File: config.mk
export PLATFORM = sky130hd
export DESIGN_NAME = wb_host_master
export DESIGN_NICKNAME = d
export VERILOG_FILES = /design/src/rtl/wb_host_pkg.sv /design/src/rtl/wb_timeout_ctr.sv /design/src/rtl/wb_host_master.sv
export SDC_FILE = /design/constraint.sdc
export NUM_CORES = 1
export LEC_CHECK = 0
export CAP_MARGIN = 15
export CORE_ASPECT_RATIO = 0.6
export CORE_MARGIN = 2
export CORE_UTILIZATION = 25
export CTS_CLUSTER_DIAMETER = 150
export DETAILED_ROUTE_END_ITERATION = 12
export PLACE_DENSITY = 0.52
export SETUP_SLACK_MARGIN = 0.5
export SLEW_MARGIN = 20
export SYNTH_ARGS = -nofsm -noshare
export SYNTH_HDL_FRONTEND = slang
export SYNTH_SLANG_ARGS = --single-unit
File: constraint.sdc
create_clock -name wb_clk_i -period 4.35 [get_ports wb_clk_i]
set_input_delay 0.435 -clock wb_clk_i [delete_from_list [all_inputs] [get_ports wb_clk_i]]
set_output_delay 0.435 -clock wb_clk_i [all_outputs]
set_load 0.005 [all_outputs]
File: src/rtl/wb_host_pkg.sv
// Shared types and widths for the Wishbone host master slice.
package wb_host_pkg;

    localparam int WB_AW = 32;
    localparam int WB_DW = 32;
    localparam int WB_SW = 4;

    typedef enum logic [1:0] {
        IDLE = 2'b00,
        BUS  = 2'b01,
        RESP = 2'b10
    } state_e;

    // Wishbone addresses are word-granular; byte offset travels on sel.
    function automatic logic [WB_AW-1:0] word_align(input logic [WB_AW-1:0] adr);
        return adr & 32'hFFFF_FFFC;
    endfunction

endpackage

File: src/rtl/wb_timeout_ctr.sv
// Counts unacknowledged bus cycles and flags the terminal cycle; an ack on that cycle suppresses expire.
module wb_timeout_ctr #(
    parameter int unsigned TIMEOUT_CYCLES = 256
) (
    input  logic clk,
    input  logic rst_n,
    input  logic start,
    input  logic active,
    input  logic ack,
    output logic expire
);

    localparam logic [15:0] LAST_COUNT = 16'(TIMEOUT_CYCLES - 1);

    logic [15:0] count_r;

    // Wait counter: cleared on command accept, advances per ack-less bus cycle.
    always_ff @(posedge clk or negedge rst_n) begin
        if (!rst_n) begin
            count_r <= 16'd0;
        end else if (start) begin
            count_r <= 16'd0;
        end else if (active && !ack) begin
            count_r <= count_r + 16'd1;
        end
    end

    assign expire = active & ~ack & (count_r == LAST_COUNT);

endmodule

File: src/rtl/wb_host_master.sv
// Single-transaction Wishbone classic initiator bridging a valid/ready command/response port.
// Optional bus timeout is built in when WB_HOST_MASTER_TIMEOUT_EN is defined.
module wb_host_master
    import wb_host_pkg::*;
#(
    parameter int unsigned TIMEOUT_CYCLES = 256
) (
    input  logic             wb_clk_i,
    input  logic             wb_rst_n_i,
    input  logic             cmd_valid_i,
    output logic             cmd_ready_o,
    input  logic             cmd_we_i,
    input  logic [WB_AW-1:0] cmd_adr_i,
    input  logic [WB_DW-1:0] cmd_dat_i,
    input  logic [WB_SW-1:0] cmd_sel_i,
    output logic             rsp_valid_o,
    input  logic             rsp_ready_i,
    output logic [WB_DW-1:0] rsp_dat_o,
    output logic             rsp_err_o,
    output logic             wbm_cyc_o,
    output logic             wbm_stb_o,
    output logic             wbm_we_o,
    output logic [WB_SW-1:0] wbm_sel_o,
    output logic [WB_AW-1:0] wbm_adr_o,
    output logic [WB_DW-1:0] wbm_dat_o,
    input  logic [WB_DW-1:0] wbm_dat_i,
    input  logic             wbm_ack_i
);

    state_e           state_r;
    state_e           state_nxt_s;
    logic             ready_en_r;
    logic             cmd_we_r;
    logic [WB_AW-1:0] cmd_adr_r;
    logic [WB_DW-1:0] cmd_dat_r;
    logic [WB_SW-1:0] cmd_sel_r;
    logic [WB_DW-1:0] rsp_dat_r;
    logic             rsp_err_r;
    logic             accept_s;
    logic             bus_active_s;
    logic             expire_s;

    assign accept_s     = cmd_valid_i & cmd_ready_o;
    assign bus_active_s = (state_r == BUS);

`ifdef WB_HOST_MASTER_TIMEOUT_EN
    wb_timeout_ctr #(
        .TIMEOUT_CYCLES(TIMEOUT_CYCLES)
    ) u_timeout_ctr (
        .clk    (wb_clk_i),
        .rst_n  (wb_rst_n_i),
        .start  (accept_s),
        .active (bus_active_s),
        .ack    (wbm_ack_i),
        .expire (expire_s)
    );
`else
    assign expire_s = 1'b0;
`endif

    // State register.
    always_ff @(posedge wb_clk_i or negedge wb_rst_n_i) begin
        if (!wb_rst_n_i) begin
            state_r <= IDLE;
        end else begin
            state_r <= state_nxt_s;
        end
    end

    // Keeps cmd_ready low while reset is held and rises on the first edge after release.
    always_ff @(posedge wb_clk_i or negedge wb_rst_n_i) begin
        if (!wb_rst_n_i) begin
            ready_en_r <= 1'b0;
        end else begin
            ready_en_r <= 1'b1;
        end
    end

    // Next-state logic; ack outside BUS is deliberately ignored.
    always_comb begin
        state_nxt_s = state_r;
        case (state_r)
            IDLE: begin
                if (accept_s) begin
                    state_nxt_s = BUS;
                end else begin
                    state_nxt_s = IDLE;
                end
            end
            BUS: begin
                if (wbm_ack_i || expire_s) begin
                    state_nxt_s = RESP;
                end else begin
                    state_nxt_s = BUS;
                end
            end
            RESP: begin
                if (rsp_ready_i) begin
                    state_nxt_s = IDLE;
                end else begin
                    state_nxt_s = RESP;
                end
            end
            default: state_nxt_s = IDLE;
        endcase
    end

    // Command latch on accept; response capture on bus completion (ack wins over expire).
    always_ff @(posedge wb_clk_i or negedge wb_rst_n_i) begin
        if (!wb_rst_n_i) begin
            cmd_we_r  <= 1'b0;
            cmd_adr_r <= 32'h0000_0000;
            cmd_dat_r <= 32'h0000_0000;
            cmd_sel_r <= 4'h0;
            rsp_dat_r <= 32'h0000_0000;
            rsp_err_r <= 1'b0;
        end else begin
            if (accept_s) begin
                cmd_we_r  <= cmd_we_i;
                cmd_adr_r <= cmd_adr_i;
                cmd_dat_r <= cmd_dat_i;
                cmd_sel_r <= cmd_sel_i;
            end
            if (bus_active_s && (wbm_ack_i || expire_s)) begin
                rsp_dat_r <= (wbm_ack_i && !cmd_we_r) ? wbm_dat_i : 32'h0000_0000;
                rsp_err_r <= ~wbm_ack_i;
            end
        end
    end

    // Output decode from state; bus fields read as zero whenever cyc is low.
    always_comb begin
        cmd_ready_o = 1'b0;
        rsp_valid_o = 1'b0;
        rsp_dat_o   = 32'h0000_0000;
        rsp_err_o   = 1'b0;
        wbm_cyc_o   = 1'b0;
        wbm_stb_o   = 1'b0;
        wbm_we_o    = 1'b0;
        wbm_sel_o   = 4'h0;
        wbm_adr_o   = 32'h0000_0000;
        wbm_dat_o   = 32'h0000_0000;
        case (state_r)
            IDLE: begin
                cmd_ready_o = ready_en_r;
            end
            BUS: begin
                wbm_cyc_o = 1'b1;
                wbm_stb_o = 1'b1;
                wbm_we_o  = cmd_we_r;
                wbm_sel_o = cmd_sel_r;
                wbm_adr_o = word_align(cmd_adr_r);
                wbm_dat_o = cmd_dat_r;
            end
            RESP: begin
                rsp_valid_o = 1'b1;
                rsp_dat_o   = rsp_dat_r;
                rsp_err_o   = rsp_err_r;
            end
            default: begin
                cmd_ready_o = 1'b0;
            end
        endcase
    end

endmodule

# After elaboration in Yosys (flattened, before gate mapping)
# Index checks and enable logic that the tools add are counted.
# word_totals
regBits,105
input_bits,106
wordCells,30
# op_classes
n_eq_ne,2
muxes,14
bitwise_logic,2
reduce_logical,4
# ops
op,count
two-way mux 32 bit,4
two-way mux 1 bit,6
one-hot mux 2 bit (3 select lines),1
two-way mux 2 bit,2
two-way mux 4 bit,1
"== test 2 x 1 -> 1 bit, second input constant",1
"== test 2 bit, second input constant",1
logical AND 1 bit,2
zero test 2 bit,1
AND 1 bit,1
zero test 1 bit,1
NOT 1 bit,1

# Logic depth before layout (Yosys ltp)
# logic_depth
word_depth,5
mapped_depth,4
mapped_depth_nobuf,2

# Least setup slack after synthesis
# No wires, ideal clock.
# synth_timing
path_kind,register to output
start,register state_r[1]
end,output wbm_adr_o[10]
arrival_ps,1206
required_ps,3915
path_slack_ps,2709
stages_incl_launch_ff,5
path_buffers,2
path_cell_list,dfrtp_1 and2b_2 clkbuf_1 clkbuf_1 and2_1
# synth_between
elab_chain_len,2
# synth_lines
element,line,source
"start, declared",wb_host_master.sv:30,state_e state_r;
"start signal, assigned",wb_host_master.sv:66,state_r <= state_nxt_s;
== test 2 x 1 -> 1 bit,wb_host_master.sv:143,case (state_r)
two-way mux 32 bit,wb_host_master.sv:143,
"end, declared",wb_host_master.sv:24,"output logic [WB_AW-1:0] wbm_adr_o,"
# No other way between the ends.

# Final worst setup path
# layout_timing
start,register state_r[1]
end,output wbm_dat_o[13]
# layout_between
elab_chain_len,2
# layout_lines
element,line,source
== test 2 x 1 -> 1 bit,wb_host_master.sv:143,
two-way mux 32 bit,wb_host_master.sv:143,
"end, declared",wb_host_master.sv:25,"output logic [WB_DW-1:0] wbm_dat_o,"
# No other way between the ends.

==> flow_metrics.env <==
export IMPL_leakage_nw=3.10
export IMPL_r2r_end="cmd_dat_r[26]"
export IMPL_ctsResizeCount=0
export IMPL_max_stage_delay_ns=0.89
export IMPL_worstMarginPinSlew_ns=0.984
export IMPL_grt_ovfl_total=0
export IMPL_gp_congestion=0.717
export IMPL_area_growth_pct=51.8
export IMPL_syn_avg_cell_area_sq_um=13.2
export IMPL_synth_area_sq_um=4930
export IMPL_io_buffer_count=207
export IMPL_clk_pin_slew_worst_paths_ns=0.08
export IMPL_grt_use_total_pct=12.6
export IMPL_crit_path_start_kind="flop"
export IMPL_final_antenna_net_count=0
export IMPL_drv_cap=0
export IMPL_insertedDiodeCount=0
export IMPL_max_clock_path_buffers=2
export IMPL_worstSetupPathType="flop to primary output"
export IMPL_ff2ff_path_depth=3
export IMPL_r2r_start="state_r[0]"
export IMPL_fin_crit_sh_pct=66.3
export IMPL_insertion_delay_ns=0.35
export IMPL_cp_end_kind="primary output"
export IMPL_crit_family="simple AND/OR/NAND/NOR gates"
export IMPL_slew_viol_final=0
export IMPL_ir_drop_v=0.000174
export IMPL_cts_buffers=9
export IMPL_initial_core_util_pct=25.7
export IMPL_startpoint="state_r[1]"
export IMPL_layout_commonest_cell="clkdlybuf4s50_1"
export IMPL_vias=3414
export IMPL_cts_root_buf="clkbuf_16"
export IMPL_stdcell_area_sq_um=7480
export IMPL_power_density_nw_per_um2=458
export IMPL_viasPerCell=4.06
export IMPL_finalNetCount=676
export IMPL_pin_count=212
export IMPL_worst_slew_margin_rel_pct=34.4
export IMPL_cts_tree="done"
export IMPL_final_cell_mix="206 x clkdlybuf4s50_1, 103 x dfrtp_1, 100 x and2_1"
export IMPL_grt_max_degree=72
export IMPL_fp_dieW_um=185
export IMPL_finClkSkew_ns=0.0137
export IMPL_yosys_warnings=0
export IMPL_detail_route_first_pass_iterations=3
export IMPL_postCtsSetupBuffers=0
export IMPL_wl_per_cell_um=14.9
export IMPL_final_setup_viol_count=0
export IMPL_layout_setup_ws_ns=1.47
export IMPL_coreArea_sq_um=19200
export IMPL_wl_um=12500
export IMPL_grt_antenna_before_repair=0
export IMPL_crit_buf_inv=1
export IMPL_fin_total_pwr_w=0.00343
export IMPL_critPathArrivalTime_ns=2.45
export IMPL_first_global_vias=3721
export IMPL_crit_path_cell_trace="and2b_2 > and2_1 > clkdlybuf4s50_1"
export IMPL_period_needed_ns=2.88
export IMPL_rows=39
export IMPL_die_area_sq_um=20900
export IMPL_layout_drive_gt1_share_pct=21.4
export IMPL_crit_fanout=69
export IMPL_required_ns=3.91
export IMPL_worst_r2r_setup_slack_ns=2.04
export IMPL_status="finished clean"
export IMPL_dpl_cell_area_sq_um=7170
export IMPL_ys_seq_elements=103
export IMPL_grt_setup_unrepaired="no"
export IMPL_dpl_hpwl_um=8800
export IMPL_dr_first_iter_drc_count=120
export IMPL_grt_pass1_wl_um=20300
export IMPL_cts_sinks=103
export IMPL_synthCells=374
export IMPL_hold_class="input pin to async pin"
export IMPL_critical_path_slowest_cell="and2b_2"
export IMPL_cts_max_level=3
export IMPL_pre_cts_ws_ns=1.59
export IMPL_hold_buffers=0
export IMPL_setup_tns_final_ns=0
export IMPL_hold_violations=0
export IMPL_synth_sequential_area_ratio_pct=52.3
export IMPL_drc=0
export IMPL_die_h_um=113
export IMPL_max_freq_mhz=347
export IMPL_synth_distinct_cells=20
[worst max-delay path by stage]
stage | to | slack [ns] | depth (start not counted)
after detailed placement | cmd_dat_r[20] | 1.59 | 4
after global placement | cmd_adr_r[4] | 1.62 | 4
after CTS | wbm_dat_o[13] | 1.38 | 3
after floorplan | wbm_adr_o[10] | 2.71 | 4
final | wbm_dat_o[13] | 1.47 | 3
after global routing | wbm_dat_o[18] | 1.20 | 3
[metrics by stage]
step	util [%]	hold WS, ns	instances
CTS	39.0	0.247	841
finish	39.0	0.203	841
global placement	37.3	0.477	825
floorplan	-	0.139	375
global route	39.0	0.284	841
detailed placement	37.4	0.484	825
[logic make-up after synthesis]
kind of cell           after synthesis  share of synthesized area (%)
AOI/OAI and AO/OA                    2                          0.254
muxes                               99                           24.9
and+or+nand+nor                    140                           18.1
other                                2                          0.152
DFF                                103                           52.3
buffers and inverters               28                           4.22
[sequential cells by signal, summed over array words and instances (netlist names)]
| signal | count |
|---|---|
| rsp_dat_r | 32 |
| state_r | 2 |
| ready_en_r | 1 |
| rsp_err_r | 1 |
| cmd_adr_r | 30 |
| cmd_dat_r | 32 |
| cmd_sel_r | 4 |
| cmd_we_r | 1 |
[final cells by class]
type / instances / area (sq um)
Timing Repair Buffer: 211 / 2100
Sequential cell: 103 / 2580
Multi-Input combinational cell: 244 / 2150
Fill cell: 1859 / 11700
Clock inverter: 6 / 75.1
Tap cell: 266 / 333
Clock buffer: 10 / 239
Inverter: 1 / 3.75
[where the power goes]
| part | internal, W | switching [W] | total (W) |
|---|---|---|---|
| combinational | 0.000746 | 0.000365 | 0.00111 |
| clock | 0.000472 | 0.000384 | 0.000856 |
| sequential | 0.00130 | 0.000157 | 0.00146 |
| total | 0.00252 | 0.000906 | 0.00343 |
[per-layer routing]
layer	global-route usage [%]	vias up	share of wire, %
met5	0	-	0
met3	4.86	8	8.2
li1	-	1608	-
met1	17.1	1685	48
met4	3.49	0	1.0
met2	18.7	113	43
[Yosys cell counts, drive strengths merged]
| master | count | area share [%] |
|---|---|---|
| a21o | 1 | 0.15 |
| a21oi | 1 | 0.10 |
| and2 | 100 | 13 |
| and2b | 1 | 0.18 |
| and3b | 1 | 0.18 |
| and4bb | 1 | 0.33 |
| buf | 14 | 3.1 |
| clkbuf | 13 | 0.99 |
| conb | 2 | 0.15 |
| dfrtp | 103 | 52 |
| inv | 1 | 0.076 |
| mux2 | 99 | 25 |
| nand2b | 1 | 0.13 |
| nand3b | 1 | 0.15 |
| nor2b | 34 | 4.3 |
| nor3b | 1 | 0.15 |
No activity file was read; power rests on OpenSTA's default activity.
==> patch (same flow settings) <==
Register the output `rsp_err_o`, with the module's reset; this adds one clock of latency there. The other outputs are not delayed to match.
--- a/src/rtl/wb_host_master.sv
+++ b/src/rtl/wb_host_master.sv
@@ -26,6 +26,8 @@
     input  logic [WB_DW-1:0] wbm_dat_i,
     input  logic             wbm_ack_i
 );
+
+    logic rsp_err_d;
 
     state_e           state_r;
     state_e           state_nxt_s;
@@ -133,7 +135,7 @@
         cmd_ready_o = 1'b0;
         rsp_valid_o = 1'b0;
         rsp_dat_o   = 32'h0000_0000;
-        rsp_err_o   = 1'b0;
+        rsp_err_d   = 1'b0;
         wbm_cyc_o   = 1'b0;
         wbm_stb_o   = 1'b0;
         wbm_we_o    = 1'b0;
@@ -155,7 +157,7 @@
             RESP: begin
                 rsp_valid_o = 1'b1;
                 rsp_dat_o   = rsp_dat_r;
-                rsp_err_o   = rsp_err_r;
+                rsp_err_d   = rsp_err_r;
             end
             default: begin
                 cmd_ready_o = 1'b0;
@@ -163,5 +165,13 @@
         endcase
     end
 
+    always_ff @(posedge wb_clk_i or negedge wb_rst_n_i) begin
+        if (!wb_rst_n_i) begin
+            rsp_err_o <= '0;
+        end else begin
+            rsp_err_o <= rsp_err_d;
+        end
+    end
+
 endmodule
 
Formal check against the unedited RTL: same outputs for any inputs over 10 cycles, from zero or initial values and one cycle with wb_rst_n_i low; that may be too few to reach the edited logic, so the function may still have changed.
==> patch against the original RTL <==
Cell count increased by 0.24%; via count decreased by 1.1%; synthesized area increased by 0.28%; clock power decreased by 8.9%; power decreased by 1.6%; hold slack got worse by 71 ps; clock skew increased by 2.0 ps; design area about the same; maximum frequency increased by 7.2%; routed wire length decreased by 1.5%; sequential cell count increased by 1; worst setup slack improved by 190 ps; die area increased by 0.27%; largest cell class unchanged; largest power group unchanged.
==> patch: results (changes against the original RTL) <==
Synth cell count leaders: 104 x dfrtp_1, 100 x and2_1, 69 x mux2_2, 34 x nor2b_1, 30 x mux2_4 (was 103 x dfrtp_1, 100 x and2_1, 69 x mux2_2, 34 x nor2b_1, 30 x mux2_4)
Largest regs: cmd_dat_r: 32 flops, rsp_dat_r: 32 flops, cmd_adr_r: 30 flops (unchanged)
Share of cells above drive strength 1: 0.211 (was 0.214)
Initial drt markers: 115 (was 120)
Final GP Congestion: 0.717 (about the same)
Pre-antenna DRT Iters: 4 (was 3)
Final Non-Filler Cells: 843 (was 841)
Critical path's top delay family: simple AND/OR/NAND/NOR gates (unchanged)
Via count: 3,375 (was 3,414)
Post-synthesis sequential area ratio: 0.527 (was 0.523)
Gr usage total: 0.121 (was 0.126)
DPL Wire Length: 8710 um (was 8800 um)
Slew headroom: 0.314 (was 0.344)
Largest net degree at the start of global routing: 70 (was 72)
Clock Latency Late Sink: 350 ps (about the same)
Status: finished clean (unchanged)
Critical Path End: wbm_dat_o[22] (was wbm_dat_o[13])
DP Cell Count: 827 (was 825)
Synth Area in Compound Gates: 0.00253 (was 0.00254)
Max IR drop VDD: 0.000182 V (was 0.000174 V)
Cells after Synth: 375 (was 374)
Worst hold path class: in -> async (unchanged)
Final hold slack: 132 ps (was 203 ps)
Min Clock Period, post-route: 2690 ps (was 2880 ps)
Mean routed wirelength per cell: 14.6 um (was 14.9 um)
Leak: 3.10 nW (about the same)
Post-synthesis mux area share: 0.248 (was 0.249)
Slowest library cell on the worst path: and2b_4 (was and2b_2)
Worst R2R Path Depth: 3 (unchanged)
Final #Nets: 678 (was 676)
Dpl ws: 1620 ps (was 1590 ps)
First-pass GRT wire length: 19,900 um (was 20,300 um)
Antenna violations before repair: 0 (unchanged)
Reg-to-Reg End: cmd_dat_r[29]$_DFFE_PN0P_ (was cmd_dat_r[26]$_DFFE_PN0P_)
Setup Skew: 15.7 ps (was 13.7 ps)
Final setup violation count: 0 (unchanged)
Vias in the first global route: 3,728 (was 3,721)
Top cells by area, synth: dfrtp_1 53%, mux2_2 16%, and2_1 13%, mux2_4 9.1%, nor2b_1 4.3% (was dfrtp_1 52%, mux2_2 16%, and2_1 13%, mux2_4 9.1%, nor2b_1 4.3%)
Placed inst area: 7200 sq um (was 7170 sq um)
CP peak stage delay: 710 ps (was 890 ps)
==> patch: cell types whose count changed after synthesis, sizes merged <==
cell	change
dfrtp	+1
nand2b	-1
or2b	+1
==> patch: power by group <==
| part | internal, W | switching (W) | total, W |
|---|---|---|---|
| Combinational | 0.000749 | 0.000370 | 0.00112 |
| Clock | 0.000413 | 0.000368 | 0.000780 |
| Sequential | 0.00131 | 0.000161 | 0.00147 |
| Total | 0.00248 | 0.000899 | 0.00337 |
==> patch: layout make-up <==
| class | instances | area, sq um |
|---|---|---|
| clock buffers | 12 | 246 |
| clock inverters | 4 | 35.0 |
| fillers | 1867 | 11700 |
| inverters | 1 | 3.75 |
| multi-input cells | 244 | 2150 |
| flip-flops and latches | 104 | 2600 |
| well taps | 266 | 333 |
| repair buffers | 212 | 2110 |
==> patch: layer usage <==
layer,share of wire,GRT usage,vias to the layer above
met2,0.43,0.182,111
li1,-,-,1611
met3,0.064,0.0367,4
met1,0.50,0.168,1649
met5,0,0,-
met4,0.0066,0.0302,0
